[src/rtl/backlight_ramp_pkg.sv]
// Shared types and helpers for the backlight brightness ramp controller.
// Holds the ramp state encoding, the default level width and the level-to-compare scaling.
package backlight_ramp_pkg;

   localparam int LEVEL_WIDTH_DEF = 8;

   typedef enum logic [1:0] {
      HOLD      = 2'd0,
      RAMP_UP   = 2'd1,
      RAMP_DOWN = 2'd2
   } ramp_state_e;

   // Full-width product keeps the multiply exact before the shift.
   function automatic logic [63:0] scale_level(input logic [31:0] level,
                                               input logic [31:0] period,
                                               input int          level_width);
      return ({32'd0, level} * {32'd0, period}) >> level_width;
   endfunction

endpackage

[src/rtl/bl_period_timer.sv]
// Free-running period counter mirroring the PWM generator: counts 0..Period and wraps.
// PERIOD_END marks the terminal count so upstream updates align to period boundaries.
module bl_period_timer
   import backlight_ramp_pkg::*;
#(
   parameter int PWMWidth = 16,
   parameter int Period   = 1023
) (
   input  logic CLK,
   input  logic nRST,
   output logic PERIOD_END
);

   localparam logic [PWMWidth-1:0] CountLast = PWMWidth'(Period);
   localparam logic [PWMWidth-1:0] CountOne  = PWMWidth'(1);

   logic [PWMWidth-1:0] count_q, count_d;

   always_comb begin
      count_d = (count_q == CountLast) ? '0 : count_q + CountOne;
   end

   // NOTE: sequential state is updated with <= so every flop samples pre-edge values.
   always_ff @(posedge CLK or negedge nRST) begin
      if (!nRST) begin
         count_q <= '0;
      end else begin
         count_q <= count_d;
      end
   end

   assign PERIOD_END = (count_q == CountLast);

endmodule

[src/rtl/backlight_ramp.sv]
// Brightness ramp controller feeding the backlight PWM generator's period and compare inputs.
// Commands land in a one-deep slot and take effect only on period boundaries to avoid glitches.
module backlight_ramp
   import backlight_ramp_pkg::*;
#(
   parameter int PWMWidth   = 16,
   parameter int LevelWidth = LEVEL_WIDTH_DEF,
   parameter int Period     = 1023,
   parameter int StepDiv    = 4
) (
   input  logic                  CLK,
   input  logic                  nRST,
   input  logic                  CMD_VALID,
   output logic                  CMD_READY,
   input  logic [LevelWidth-1:0] CMD_LEVEL,
   input  logic                  CMD_IMM,
   output logic [PWMWidth-1:0]   PWMUpData,
   output logic [PWMWidth-1:0]   PWMConData,
   output logic                  BL_EN,
   output logic                  RAMP_BUSY,
   output logic                  PERIOD_END
);

   localparam int StepW = (StepDiv > 1) ? $clog2(StepDiv) : 1;
   localparam logic [StepW-1:0]      StepLast = StepW'(StepDiv - 1);
   localparam logic [StepW-1:0]      StepOne  = StepW'(1);
   localparam logic [LevelWidth-1:0] LevelOne = LevelWidth'(1);
   localparam logic [LevelWidth-1:0] LevelMax = '1;

   logic period_end;
   logic cmd_accept;

   logic                  started_q, started_d;
   logic                  pending_q, pending_d;
   logic [LevelWidth-1:0] pend_level_q, pend_level_d;
   logic                  pend_imm_q, pend_imm_d;
   logic [LevelWidth-1:0] level_q, level_d;
   logic [LevelWidth-1:0] target_q, target_d;
   ramp_state_e           state_q, state_d;
   logic [StepW-1:0]      step_q, step_d;
   logic [PWMWidth-1:0]   pwm_up_q, pwm_up_d;
   logic [PWMWidth-1:0]   pwm_con_q, pwm_con_d;
   logic                  bl_en_q, bl_en_d;
   logic                  ramp_busy_q, ramp_busy_d;

   bl_period_timer #(
      .PWMWidth (PWMWidth),
      .Period   (Period)
   ) u_timer (
      .CLK        (CLK),
      .nRST       (nRST),
      .PERIOD_END (period_end)
   );

   // started_q holds READY low for the first cycle out of reset.
   assign CMD_READY  = started_q && !pending_q;
   assign cmd_accept = CMD_VALID && CMD_READY;

   always_comb begin
      // NOTE: every _d starts from its _q so no path through this block can infer a latch.
      started_d    = 1'b1;
      pending_d    = pending_q;
      pend_level_d = pend_level_q;
      pend_imm_d   = pend_imm_q;
      level_d      = level_q;
      target_d     = target_q;
      state_d      = state_q;
      step_d       = step_q;
      pwm_up_d     = PWMWidth'(Period);
      pwm_con_d    = pwm_con_q;
      bl_en_d      = bl_en_q;

      if (period_end) begin
         if (pending_q) begin
            pending_d = 1'b0;
            target_d  = pend_level_q;
            step_d    = '0;
            if (pend_imm_q) begin
               level_d = pend_level_q;
               state_d = HOLD;
            end else if (pend_level_q > level_q) begin
               state_d = RAMP_UP;
            end else if (pend_level_q < level_q) begin
               state_d = RAMP_DOWN;
            end else begin
               state_d = HOLD;
            end
         end else if (state_q != HOLD) begin
            if (step_q == StepLast) begin
               step_d = '0;
               if (state_q == RAMP_UP && level_q != LevelMax) begin
                  level_d = level_q + LevelOne;
               end else if (state_q == RAMP_DOWN && level_q != '0) begin
                  level_d = level_q - LevelOne;
               end
               if (level_d == target_q) begin
                  state_d = HOLD;
               end
            end else begin
               step_d = step_q + StepOne;
            end
         end

         // Compare and enable follow the level that takes effect from the next count 0.
         pwm_con_d = PWMWidth'(scale_level(32'(level_d), Period, LevelWidth));
         bl_en_d   = (level_d != '0);
      end

      // READY is low whenever a slot is pending, so accept never collides with consume.
      if (cmd_accept) begin
         pending_d    = 1'b1;
         pend_level_d = CMD_LEVEL;
         pend_imm_d   = CMD_IMM;
      end

      ramp_busy_d = (level_d != target_d) || pending_d;
   end

   always_ff @(posedge CLK or negedge nRST) begin
      if (!nRST) begin
         started_q    <= 1'b0;
         pending_q    <= 1'b0;
         // NOTE: the slot payload is reset as well so no X can ever reach the level path.
         pend_level_q <= '0;
         pend_imm_q   <= 1'b0;
         level_q      <= '0;
         target_q     <= '0;
         state_q      <= HOLD;
         step_q       <= '0;
         pwm_up_q     <= PWMWidth'(Period);
         pwm_con_q    <= '0;
         bl_en_q      <= 1'b0;
         ramp_busy_q  <= 1'b0;
      end else begin
         started_q    <= started_d;
         pending_q    <= pending_d;
         pend_level_q <= pend_level_d;
         pend_imm_q   <= pend_imm_d;
         level_q      <= level_d;
         target_q     <= target_d;
         state_q      <= state_d;
         step_q       <= step_d;
         pwm_up_q     <= pwm_up_d;
         pwm_con_q    <= pwm_con_d;
         bl_en_q      <= bl_en_d;
         ramp_busy_q  <= ramp_busy_d;
      end
   end

   assign PWMUpData  = pwm_up_q;
   assign PWMConData = pwm_con_q;
   assign BL_EN      = bl_en_q;
   assign RAMP_BUSY  = ramp_busy_q;
   assign PERIOD_END = period_end;

endmodule

[config.mk]
export PLATFORM = sky130hd
export DESIGN_NAME = backlight_ramp
export DESIGN_NICKNAME = d
export VERILOG_FILES = /design/src/rtl/backlight_ramp_pkg.sv /design/src/rtl/bl_period_timer.sv /design/src/rtl/backlight_ramp.sv
export SDC_FILE = /design/constraint.sdc
export NUM_CORES = 1
export LEC_CHECK = 0
export CORE_MARGIN = 2
export CORE_UTILIZATION = 50
export DETAILED_ROUTE_END_ITERATION = 6
export DONT_BUFFER_PORTS = 1
export PLACE_DENSITY = 0.62
export SLEW_MARGIN = 20
export SYNTH_ARGS = -nofsm -noshare
export SYNTH_HDL_FRONTEND = slang
export SYNTH_SLANG_ARGS = --single-unit
[constraint.sdc]
create_clock -name CLK -period 12.65 [get_ports CLK]
set_input_delay 2.53 -clock CLK [delete_from_list [all_inputs] [get_ports CLK]]
set_output_delay 2.53 -clock CLK [all_outputs]
set_load 0.1 [all_outputs]
==> metrics.csv <==
metric,value,unit
status,"finished, final reports clean",
antenna_found_initial,0,
place_area,5450,µm²
num-nets-final,662,
fmaxAchievable,142,MHz
die_y,109,µm
fillCellCount,972,
powerDensity,70.8,nW/µm²
gp_congestion,0.913,
clkTransAtPathRegs,0.08,ns
h-tree-depth,3,
drc,0,
syn2layout_area_growth,3.17,%
insertion_delay,0.36,ns
grt_pass1_vias,4027,
syn_inst,580,
cts_buffer_depth,2,
maxSlewHeadroom,26.5,%
synth_area_per_cell,9.46,µm²
synth-edff-count,0,
critPathKind,flop to flop,
synth_flop_cell,dfrtp_1,
grt.total_usage,21.9,%
n_antenna_cell,0,
wire_per_inst,16.4,µm
crit_path_max_fanout,12,
dieArea,11800,µm²
synth_top_area_share,26.9,%
totalWireLength,11800,µm
rows,38,
cts_tree,done,
p_total,401,µW
finalSetupViolations,0,
yosys_warnings,0,
startpoint_type,flop,
ys_async_sr_fraction,100,%
crit_chain,inv_1 > ha_1 > nor4b_2 > a21boi_1 > a32oi_2 > o21ai_0 > and2_1 > o21a_1 > inv_1 > fa_1 > fa_1 > inv_1 > fa_1 > inv_1 > fa_1 > inv_1 > ha_1 > o41ai_1 > o21ai_0 > a31o_2 > o41ai_1 > o21ai_0 > xnor2_1 > o21ai_0,
grt_overflow,0,
synth.cell_area,5480,µm²
path_common_cell,inv_1,
post_cts_buffers,0,
tightest_slew,1.10,ns
crit_required,12.89,ns
drt_pass1_iterations,5,
cts_hold_buf,0,
cts_buffers,9,
hp-class,flop to flop,
ant_nets,0,
first_iter_violations,226,
numPlacedInstances,702,
drive_gt1_share,10.7,%
setup_tns,0,ns
finalNonFillerCells,718,
core_area,10800,µm²
synth_cell_types,81,
grt_pass1_wl,20000,µm
synth_common_cells,"inv_1 (67), dfrtp_1 (59), ha_1 (53)",
vias_per_cell,5.50,
cp_slowest_cell,fa_1,
start_util,50.8,%
port_buffers,0,
rsz0062_at_grt,false,
finalHoldViolCount,0,
dp_hpwl,8900,µm
root_buffer,clkbuf_8,
ys_ff_latch,59,
grt_max_degree,60,
critPathArrivalTime,7.28,ns
fin_crit,7.05,ns
synth_seq_area_share,26.9,%
synthTopCellsByArea,"dfrtp_1 (27%), ha_1 (12%), fa_1 (8.8%)",
finalCritPeriodShare,55.7,%
pin_count,48,
drv_slew,0,
via_count,3948,
path_delay_family,compound AO/OA/AOI/OAI gates,
fin_area,5660,µm²
worst-path-buf-inv,5,
fin_worst_skew,0.0110,ns
endpoint_kind,flop,
synth_top_area_cell,dfrtp_1,
ir_drop,0.0444,mV
cts_resized,0,
clock_sinks,59,
die_w,109,µm
cap_violations,0,
cpPeakStageDelay,0.65,ns
synth.most_common_cell,inv_1,
p_leak,0.00280,µW
flip-flops by register name (all words and copies together), names as in the netlist:
signal,count
BL_EN,1
PWMConData,10
RAMP_BUSY,1
level_q,8
pend_imm_q,1
pend_level_q,8
pending_q,1
started_q,1
state_q,2
step_q,2
target_q,8
u_timer.count_q,16
final timing paths:
path,start,depth (start not counted),slack [ns],to
min in group asynchronous,nRST,0,1.86,PWMConData[4]
worst min-delay path,u_timer.count_q[15],1,0.49,u_timer.count_q[15]
worst max-delay path,level_q[0],24,5.60,PWMConData[9]
worst max register to register,level_q[0],24,5.60,PWMConData[9]
worst min register to register,u_timer.count_q[15],1,0.49,u_timer.count_q[15]
max in group asynchronous,nRST,0,10.69,target_q[5]
layout make-up:
class	count	area, µm²	area share, %
clock buffers	13	159	2.81
clock inverters	3	46.3	0.818
inverters	69	260	4.60
multi-input cells	432	3530	62.3
flip-flops and latches	59	1480	26.1
well taps	140	175	3.10
repair buffers	2	15.0	0.265
layer usage:
metal	global-route usage [%]	routed length (µm)	vias up
met5	0	0	-
met4	9.52	349	0
met3	4.30	651	26
met2	35.3	5600	107
met1	28.8	5200	1914
li1	-	-	1901
power by group:
group	internal (µW)	leakage, µW	switching (µW)
clock network	102	0.0000998	81.1
registers	189	0.000797	0.0236
logic	0.0930	0.00191	28.3
total	291	0.00280	109
placed cells by master (no fill, tap or decap), types with 3 or more instances in the layout:
cell type / Yosys / layout
a211oi_1: 3 / 3
a21o_1: 4 / 4
a21oi_1: 16 / 16
and2_1: 7 / 7
and3_1: 5 / 5
clkbuf_8: 2 / 11
conb_1: 2 / 23
dfrtp_1: 59 / 59
fa_1: 24 / 24
ha_1: 53 / 53
inv_1: 67 / 67
mux2_1: 3 / 3
mux2_2: 18 / 18
mux2i_1: 4 / 4
nand2_1: 38 / 38
nand2b_1: 4 / 4
nand3_1: 16 / 16
nand4_1: 6 / 6
nor2_1: 42 / 42
nor2b_1: 6 / 5
nor3_1: 11 / 11
nor3b_1: 3 / 3
o21a_1: 4 / 4
o21ai_0: 24 / 24
o21ai_1: 3 / 3
o21bai_1: 3 / 3
o31ai_1: 4 / 4
o41ai_1: 4 / 4
or3_1: 5 / 5
xnor2_1: 26 / 26
xor2_1: 22 / 22
cells by family after synthesis:
logic type                 synth area share [%]
AOI/OAI and AO/OA                          12.6
DFF                                        26.9
xor gates and xnor gates                   7.67
buffers and inverters                      10.3
other                                     0.137
adders and majority gates                  20.9
and+or+nand+nor                            15.9
muxes                                      5.59
metrics by stage:
step / utilization (%) / worst slack, ns / hold slack, ns
6_report: 52.4 / 5.60 / 0.491
5_1_grt: 52.4 / 4.91 / 0.511
4_1_cts: 52.4 / 5.56 / 0.500
3_5_place_dp: 50.5 / 5.57 / 0.483
3_3_place_gp: 50.5 / 5.82 / 0.465
2_1_floorplan: - / 6.24 / 0.443
No activity file was read; power rests on OpenSTA's default activity.
